`src/rtl/_regfile8_pkg.sv`:
```
// Shared constants and the register index type for the register file
// and its read-port multiplexers.
package constants;
   localparam int WORD_LENGTH   = 32;
   localparam int REG_COUNT     = 8;
   localparam int REG_ADDR_BITS = 3;

   typedef logic [REG_ADDR_BITS-1:0] reg_idx_t;
endpackage

```
`src/rtl/_regfile8_if.sv`:
```
// Bus between the issue/write-back logic (master) and the register file (slave).
interface _regfile8_if
   import constants::*;
#(
   parameter int n = WORD_LENGTH
);
   logic          we;
   reg_idx_t      waddr;
   logic [n-1:0]  wdata;
   logic          rsv_en;
   reg_idx_t      rsv_addr;
   reg_idx_t      raddr_a;
   reg_idx_t      raddr_b;
   logic [n-1:0]  rdata_a;
   logic [n-1:0]  rdata_b;
   logic          pend_a;
   logic          pend_b;
   logic [7:0]    pend_vec;
   logic [3:0]    pend_cnt;

   modport master (
      output we, waddr, wdata, rsv_en, rsv_addr, raddr_a, raddr_b,
      input  rdata_a, rdata_b, pend_a, pend_b, pend_vec, pend_cnt
   );

   modport slave (
      input  we, waddr, wdata, rsv_en, rsv_addr, raddr_a, raddr_b,
      output rdata_a, rdata_b, pend_a, pend_b, pend_vec, pend_cnt
   );
endinterface

```
`src/rtl/_regfile8_mux8.sv`:
```
// Eight-way word selector used by each register file read port.
module _mux8
   import constants::*;
#(
   parameter int n = WORD_LENGTH
) (
   input  logic [7:0][n-1:0] d,
   input  reg_idx_t          sel,
   output logic [n-1:0]      y
);
   assign y = d[sel];
endmodule

```
`src/rtl/_regfile8.sv`:
```
// Eight-entry register file with write-back bypass and a pending-write
// scoreboard whose population count is tracked incrementally.
module _regfile8
   import constants::*;
#(
   parameter int n       = WORD_LENGTH,
   parameter bit ZERO_R0 = 1'b0
) (
   input  logic         clk,
   input  logic         rst_n,
   _regfile8_if.slave   bus
);
   logic [7:0][n-1:0] regs;
   logic [7:0]        pend;
   logic [7:0]        pend_next;
   logic [3:0]        cnt;
   logic [3:0]        cnt_next;
   logic              wr_ok;
   logic              rsv_ok;
   logic              bit_set;
   logic              bit_clr;
   logic [n-1:0]      mux_a;
   logic [n-1:0]      mux_b;

   // With ZERO_R0, traffic to index 0 is dropped before it reaches any state.
   assign wr_ok  = bus.we     && !(ZERO_R0 && bus.waddr    == '0);
   assign rsv_ok = bus.rsv_en && !(ZERO_R0 && bus.rsv_addr == '0);

   // A reservation to the index being written back wins, so that case never clears.
   always_comb begin
      pend_next = pend;
      bit_set   = 1'b0;
      bit_clr   = 1'b0;
      if (wr_ok) begin
         pend_next[bus.waddr] = 1'b0;
         bit_clr = pend[bus.waddr] && !(rsv_ok && bus.rsv_addr == bus.waddr);
      end
      if (rsv_ok) begin
         pend_next[bus.rsv_addr] = 1'b1;
         bit_set = !pend[bus.rsv_addr];
      end
      cnt_next = cnt + {3'b000, bit_set} - {3'b000, bit_clr};
   end

   always_ff @(posedge clk or negedge rst_n) begin
      if (!rst_n) begin
         regs <= '0;
         pend <= '0;
         cnt  <= '0;
      end else begin
         if (wr_ok) regs[bus.waddr] <= bus.wdata;
         pend <= pend_next;
         cnt  <= cnt_next;
      end
   end

   _mux8 #(.n(n)) u_mux_a (.d(regs), .sel(bus.raddr_a), .y(mux_a));
   _mux8 #(.n(n)) u_mux_b (.d(regs), .sel(bus.raddr_b), .y(mux_b));

   // Reset also masks the bypass so reads are zero while rst_n is low.
   always_comb begin
      bus.rdata_a = '0;
      bus.rdata_b = '0;
      bus.pend_a  = 1'b0;
      bus.pend_b  = 1'b0;
      if (rst_n) begin
         if (!(ZERO_R0 && bus.raddr_a == '0)) begin
            bus.rdata_a = (bus.we && bus.waddr == bus.raddr_a) ? bus.wdata : mux_a;
            bus.pend_a  = pend[bus.raddr_a] && !(bus.we && bus.waddr == bus.raddr_a);
         end
         if (!(ZERO_R0 && bus.raddr_b == '0)) begin
            bus.rdata_b = (bus.we && bus.waddr == bus.raddr_b) ? bus.wdata : mux_b;
            bus.pend_b  = pend[bus.raddr_b] && !(bus.we && bus.waddr == bus.raddr_b);
         end
      end
   end

   assign bus.pend_vec = pend;
   assign bus.pend_cnt = cnt;

   cnt_matches_popcount: assert property (@(posedge clk) disable iff (!rst_n)
      bus.pend_cnt == 4'($countones(bus.pend_vec)));
   cnt_in_range: assert property (@(posedge clk) disable iff (!rst_n)
      bus.pend_cnt <= 4'd8);
endmodule

```
`src/flat_wrapper.sv`:
```
// flat-port wrapper written by rule: the top's interface ports become plain ports
module _regfile8_flat import constants::*;
#(
   parameter int n       = WORD_LENGTH,
   parameter bit ZERO_R0 = 1'b0
)
  (clk, rst_n, bus_we, bus_waddr, bus_wdata, bus_rsv_en, bus_rsv_addr, bus_raddr_a, bus_raddr_b, bus_rdata_a, bus_rdata_b, bus_pend_a, bus_pend_b, bus_pend_vec, bus_pend_cnt);
  _regfile8_if #(.n(n)) bus_i ();
  input  logic clk;
  input  logic rst_n;
  input wire logic [$bits(bus_i.we)-1:0] bus_we;
  input wire logic [$bits(bus_i.waddr)-1:0] bus_waddr;
  input wire logic [$bits(bus_i.wdata)-1:0] bus_wdata;
  input wire logic [$bits(bus_i.rsv_en)-1:0] bus_rsv_en;
  input wire logic [$bits(bus_i.rsv_addr)-1:0] bus_rsv_addr;
  input wire logic [$bits(bus_i.raddr_a)-1:0] bus_raddr_a;
  input wire logic [$bits(bus_i.raddr_b)-1:0] bus_raddr_b;
  output wire logic [$bits(bus_i.rdata_a)-1:0] bus_rdata_a;
  output wire logic [$bits(bus_i.rdata_b)-1:0] bus_rdata_b;
  output wire logic [$bits(bus_i.pend_a)-1:0] bus_pend_a;
  output wire logic [$bits(bus_i.pend_b)-1:0] bus_pend_b;
  output wire logic [$bits(bus_i.pend_vec)-1:0] bus_pend_vec;
  output wire logic [$bits(bus_i.pend_cnt)-1:0] bus_pend_cnt;
  assign bus_i.we = bus_we;
  assign bus_i.waddr = bus_waddr;
  assign bus_i.wdata = bus_wdata;
  assign bus_i.rsv_en = bus_rsv_en;
  assign bus_i.rsv_addr = bus_rsv_addr;
  assign bus_i.raddr_a = bus_raddr_a;
  assign bus_i.raddr_b = bus_raddr_b;
  assign bus_rdata_a = bus_i.rdata_a;
  assign bus_rdata_b = bus_i.rdata_b;
  assign bus_pend_a = bus_i.pend_a;
  assign bus_pend_b = bus_i.pend_b;
  assign bus_pend_vec = bus_i.pend_vec;
  assign bus_pend_cnt = bus_i.pend_cnt;
  _regfile8 #(.n(n), .ZERO_R0(ZERO_R0)) u_core (.clk(clk), .rst_n(rst_n), .bus(bus_i));
endmodule
```
`config.mk`:
```
export PLATFORM = sky130hd
export DESIGN_NAME = _regfile8_flat
export DESIGN_NICKNAME = d
export VERILOG_FILES = /design/src/rtl/_regfile8_pkg.sv /design/src/rtl/_regfile8_if.sv /design/src/rtl/_regfile8_mux8.sv /design/src/rtl/_regfile8.sv /design/src/flat_wrapper.sv
export SDC_FILE = /design/constraint.sdc
export NUM_CORES = 1
export LEC_CHECK = 0
export ABC_AREA = 1
export ABC_CLOCK_PERIOD_IN_PS = 4400
export BUFFER_PORTS_ARGS = -buffer_cell sky130_fd_sc_hd__buf_2
export CELL_PAD_IN_SITES_DETAIL_PLACEMENT = 1
export CELL_PAD_IN_SITES_GLOBAL_PLACEMENT = 2
export CORE_MARGIN = 2
export CORE_UTILIZATION = 30
export CTS_CLUSTER_DIAMETER = 50
export DETAILED_ROUTE_END_ITERATION = 12
export PLACE_DENSITY = 0.71
export SYNTH_ARGS = -nofsm -noshare
export SYNTH_HDL_FRONTEND = slang
export SYNTH_SLANG_ARGS = --single-unit
```
`constraint.sdc`:
```
create_clock -name clk -period 4.4 [get_ports clk]
set_input_delay 0.66 -clock clk [delete_from_list [all_inputs] [get_ports clk]]
set_output_delay 0.66 -clock clk [all_outputs]
set_load 0.005 [all_outputs]
```
==> metrics.md <==
| Metric | Value |
|---|---|
| Worst Path Required | `3740 ps` |
| Leakage power | `9.13 nW` |
| Final period util | `75.3%` |
| Netlist area before placement | `16100 um2` |
| Die H | `235 um` |
| RSZ-0062 raised after global routing | `no` |
| Post-synthesis area per instance | `6.57 um2` |
| Sequential cell area fraction in the yosys report | `41.8%` |
| Maximum number of pins on one net before global-route repair | `134` |
| Signed area change from the synthesized netlist to the final layout | `16.2%` |
| Comb pwr share | `20.9%` |
| Cts repair resizes | `0` |
| Avg Vias per Cell | `5.19` |
| Fraction of layout cells with a size suffix above 1 | `10.4%` |
| Highest achievable clock rate | `302 MHz` |
| Final wirelength | `66600 um` |
| Register clock-pin slew on the reported worst setup and hold paths | `50 ps` |
| Class of the worst hold path | `in2async` |
| Data arrival time at the worst-slack endpoint | `2650 ps` |
| Mapped Nets | `2495` |
| Startpoint of the lowest-slack register-to-register path | `u_core.bus.pend_vec[2]` |
| Normalized max-slew margin | `23.9%` |
| Count of final hold-check violations | `0` |
| Crit. End Element | `output pin` |
| Sequential fraction of design power | `37.5%` |
| Via count of the first global-routing pass | `17000` |
| Internal cell power | `6.03 mW` |
| Number of cell instances on the worst register-to-register path | `10` |
| Worst setup path category | `in2out` |
| Combined global-route utilization of all metal layers | `24.1%` |
| DIE WIDTH | `235 um` |
| Placement Cell Area | `17100 um2` |
| Global route total overflow | `0` |
| Number of ports placed on the die boundary | `126` |
| Post CTS Setup Buffer Count | `0` |
| Maximum ir drop on the vdd rail | `282 uV` |
| Via count | `16600` |
| CTS H-tree depth | `2` |
| Endpoints failing setup | `0` |
| Status | `completed` |
| Max-capacitance violation count | `0` |
| Clock root cell | `sky130_fd_sc_hd__clkbuf_16` |
| Initial Util | `30.4%` |
| Post-layout minimum cycle time | `3310 ps` |
| Number of core rows | `84` |
| Detailed Routing Iterations Pass 1 | `5` |
| Net Sw Frac | `32.7%` |
| Clock share of power | `41.5%` |
| Number of buffers inserted by hold repair at cts | `0` |
| Critical path fanouts, max | `15` |
| #FFs+latches synth | `268` |
| Routed WL per cell | `20.8 um` |
| Deepest clock path buffer count | `3` |
| Global-route wire length before repair | `104000 um` |
| Buffers on Ports | `125` |
| Startpoint types | `primary input` |
| Number of pins with negative max-slew slack in the final report | `0` |
| Post-detailed-route count of antenna-violating nets | `0` |
| Count of different cell masters after synthesis | `26` |
| Setup slack of the worst register-to-register path | `2260 ps` |
| Post-Layout Inst Area | `18700 um2` |
| Cells after synthesis | `2442` |
| Core region area | `52800 um2` |
| Count of antenna diodes in the layout | `0` |
| Max Clock Skew | `5.09 ps` |
| Worst Max-Slew Pin Slew | `1140 ps` |
| Number of sinks driven by the clock tree | `268` |
| Number of nets in the final layout | `2528` |
| Number of antenna violations at the first check in global routing | `0` |
| Die area | `55400 um2` |
| Switching Power | `2.93 mW` |
| Total DRC errors in the routed layout | `0` |
| Sum Neg Setup Slack | `0 ps` |
| Total number of yosys warnings | `0` |
| DRC violation total after the first TritonRoute iteration | `1096` |
| Number of buffers added by the clock tree synthesis step | `45` |
| GP Congestion | `0.773` |
| HPWL after DPL | `35600 um` |
| Total power per unit cell area | `480 nW/um2` |
| CTS tree | `built` |
| Clock latency of the later-clocked register in the worst-skew pair | `570 ps` |
| Destination of the worst register-to-register timing path | `u_core.bus.pend_cnt[2]` |
[logic make-up (layout without fill, tap and decap cells)]
kind of cell    after synthesis  in the layout  share of synthesized area, %
compound gates              280            280                          8.82
xor+xnor                      3              3                         0.164
fa+ha+maj                     5              5                         0.437
buf+inv                     246            313                          7.06
flops                       268            268                          41.8
simple gates               1640           1640                          41.7
[power groups by stage]
stage          clock network [mW]  logic [mW]  registers, mW
6_report                     3.72        1.88           3.36
5_1_grt                      3.90        2.17           3.43
4_1_cts                      3.80        1.91           3.36
3_5_place_dp                    0        1.90           3.39
3_3_place_gp                    0        1.83           3.37
2_1_floorplan                   0        1.29           3.28
[worst max-delay path, cell delays in order]
cell and delay (ps):
sky130_fd_sc_hd__buf_2 170, sky130_fd_sc_hd__inv_2 160, sky130_fd_sc_hd__nand2_1 150, sky130_fd_sc_hd__nand2_1 140, sky130_fd_sc_hd__nor2_4 40, sky130_fd_sc_hd__nand2_2 430, sky130_fd_sc_hd__buf_4 350, sky130_fd_sc_hd__nand2_1 90
sky130_fd_sc_hd__nor2_1 230, sky130_fd_sc_hd__nor2_1 70, sky130_fd_sc_hd__buf_2 130
[final cells by class]
cell class	count	area [um2]
fillers	6740	34100
multi-input cells	1928	8220
flip-flops and latches	268	6710
clock buffers	62	1270
repair buffers	163	1040
well taps	688	861
clock inverters	19	285
inverters	69	270
[metal layers]
layer / track usage, % / share of wire (%) / up-vias
li1: - / - / 7929
met1: 32.8 / 47 / 8302
met2: 40.9 / 48 / 279
met3: 2.71 / 3.1 / 70
met4: 5.96 / 1.8 / 0
met5: 0 / 0 / -
[synthesized netlist by cell type]
cell type | number | area (um2)
sky130_fd_sc_hd__nand2_1 | 989 | 3710
sky130_fd_sc_hd__nand3_1 | 395 | 1980
sky130_fd_sc_hd__dfrtp_1 | 268 | 6710
sky130_fd_sc_hd__nor2_1 | 243 | 912
sky130_fd_sc_hd__o21ai_1 | 222 | 1110
sky130_fd_sc_hd__buf_2 | 99 | 495
sky130_fd_sc_hd__clkbuf_1 | 46 | 173
sky130_fd_sc_hd__a21oi_1 | 39 | 195
sky130_fd_sc_hd__clkinv_1 | 32 | 120
sky130_fd_sc_hd__inv_1 | 21 | 78.8
sky130_fd_sc_hd__inv_2 | 16 | 60.1
sky130_fd_sc_hd__buf_4 | 15 | 113
sky130_fd_sc_hd__buf_1 | 13 | 48.8
sky130_fd_sc_hd__o21ai_0 | 10 | 50.1
sky130_fd_sc_hd__o22ai_1 | 7 | 43.8
sky130_fd_sc_hd__buf_6 | 4 | 45.0
sky130_fd_sc_hd__ha_1 | 4 | 50.1
sky130_fd_sc_hd__nor2_2 | 4 | 25.0
sky130_fd_sc_hd__nor2_4 | 4 | 45.0
sky130_fd_sc_hd__nand2_2 | 2 | 12.5
sky130_fd_sc_hd__nor3_1 | 2 | 10.0
sky130_fd_sc_hd__o211ai_1 | 2 | 15.0
sky130_fd_sc_hd__xnor2_1 | 2 | 17.5
sky130_fd_sc_hd__fa_1 | 1 | 20.0
sky130_fd_sc_hd__nand4_1 | 1 | 6.26
sky130_fd_sc_hd__xor2_1 | 1 | 8.76
[worst max-delay path by stage]
stage / start / to / slack [ps] / cells past startpoint
3_3_place_gp: bus_waddr[1] / bus_rdata_a[29] / 1060 / 11
6_report: bus_waddr[1] / bus_rdata_a[29] / 1090 / 11
4_1_cts: bus_waddr[1] / bus_rdata_a[29] / 1100 / 11
5_1_grt: bus_raddr_a[1] / bus_rdata_a[29] / 1020 / 9
3_5_place_dp: bus_raddr_a[1] / bus_rdata_a[29] / 1100 / 9
2_1_floorplan: bus_waddr[0] / u_core.bus.pend_cnt[2] / 2080 / 13
[registers in the layout (all words and copies together) (netlist names)]
signal	cells
u_core.regs	256
u_core.bus.pend_vec	8
u_core.bus.pend_cnt	4
[cells in the final DEF (no fill, tap or decap), drive strengths merged]
master / netlist / final
nand3: 395 / 395
dfrtp: 268 / 268
o22ai: 7 / 7
xnor2: 2 / 2
nand4: 1 / 1
nand2: 991 / 991
clkinvlp: 0 / 4
o211ai: 2 / 2
bufinv: 0 / 6
a21oi: 39 / 39
inv: 37 / 37
o21ai: 232 / 232
nor2: 251 / 251
xor2: 1 / 1
buf: 131 / 163
clkbuf: 46 / 62
clkinv: 32 / 41
ha: 4 / 4
nor3: 2 / 2
fa: 1 / 1
[stage by stage]
stage | cells | power [mW] | hold WS, ps | worst slack [ps] | utilization (%)
6_report | 3197 | 8.96 | 8.05 | 1090 | 35.3
5_1_grt | 3197 | 9.51 | 28.7 | 1020 | 35.3
4_1_cts | 3197 | 9.07 | 6.25 | 1100 | 35.3
3_5_place_dp | 3116 | 5.29 | 502 | 1100 | 32.4
3_3_place_gp | 3116 | 5.21 | 495 | 1060 | 32.4
2_1_floorplan | 2442 | 4.58 | 364 | 2080 | -
No activity file was read; power rests on OpenSTA's default activity.
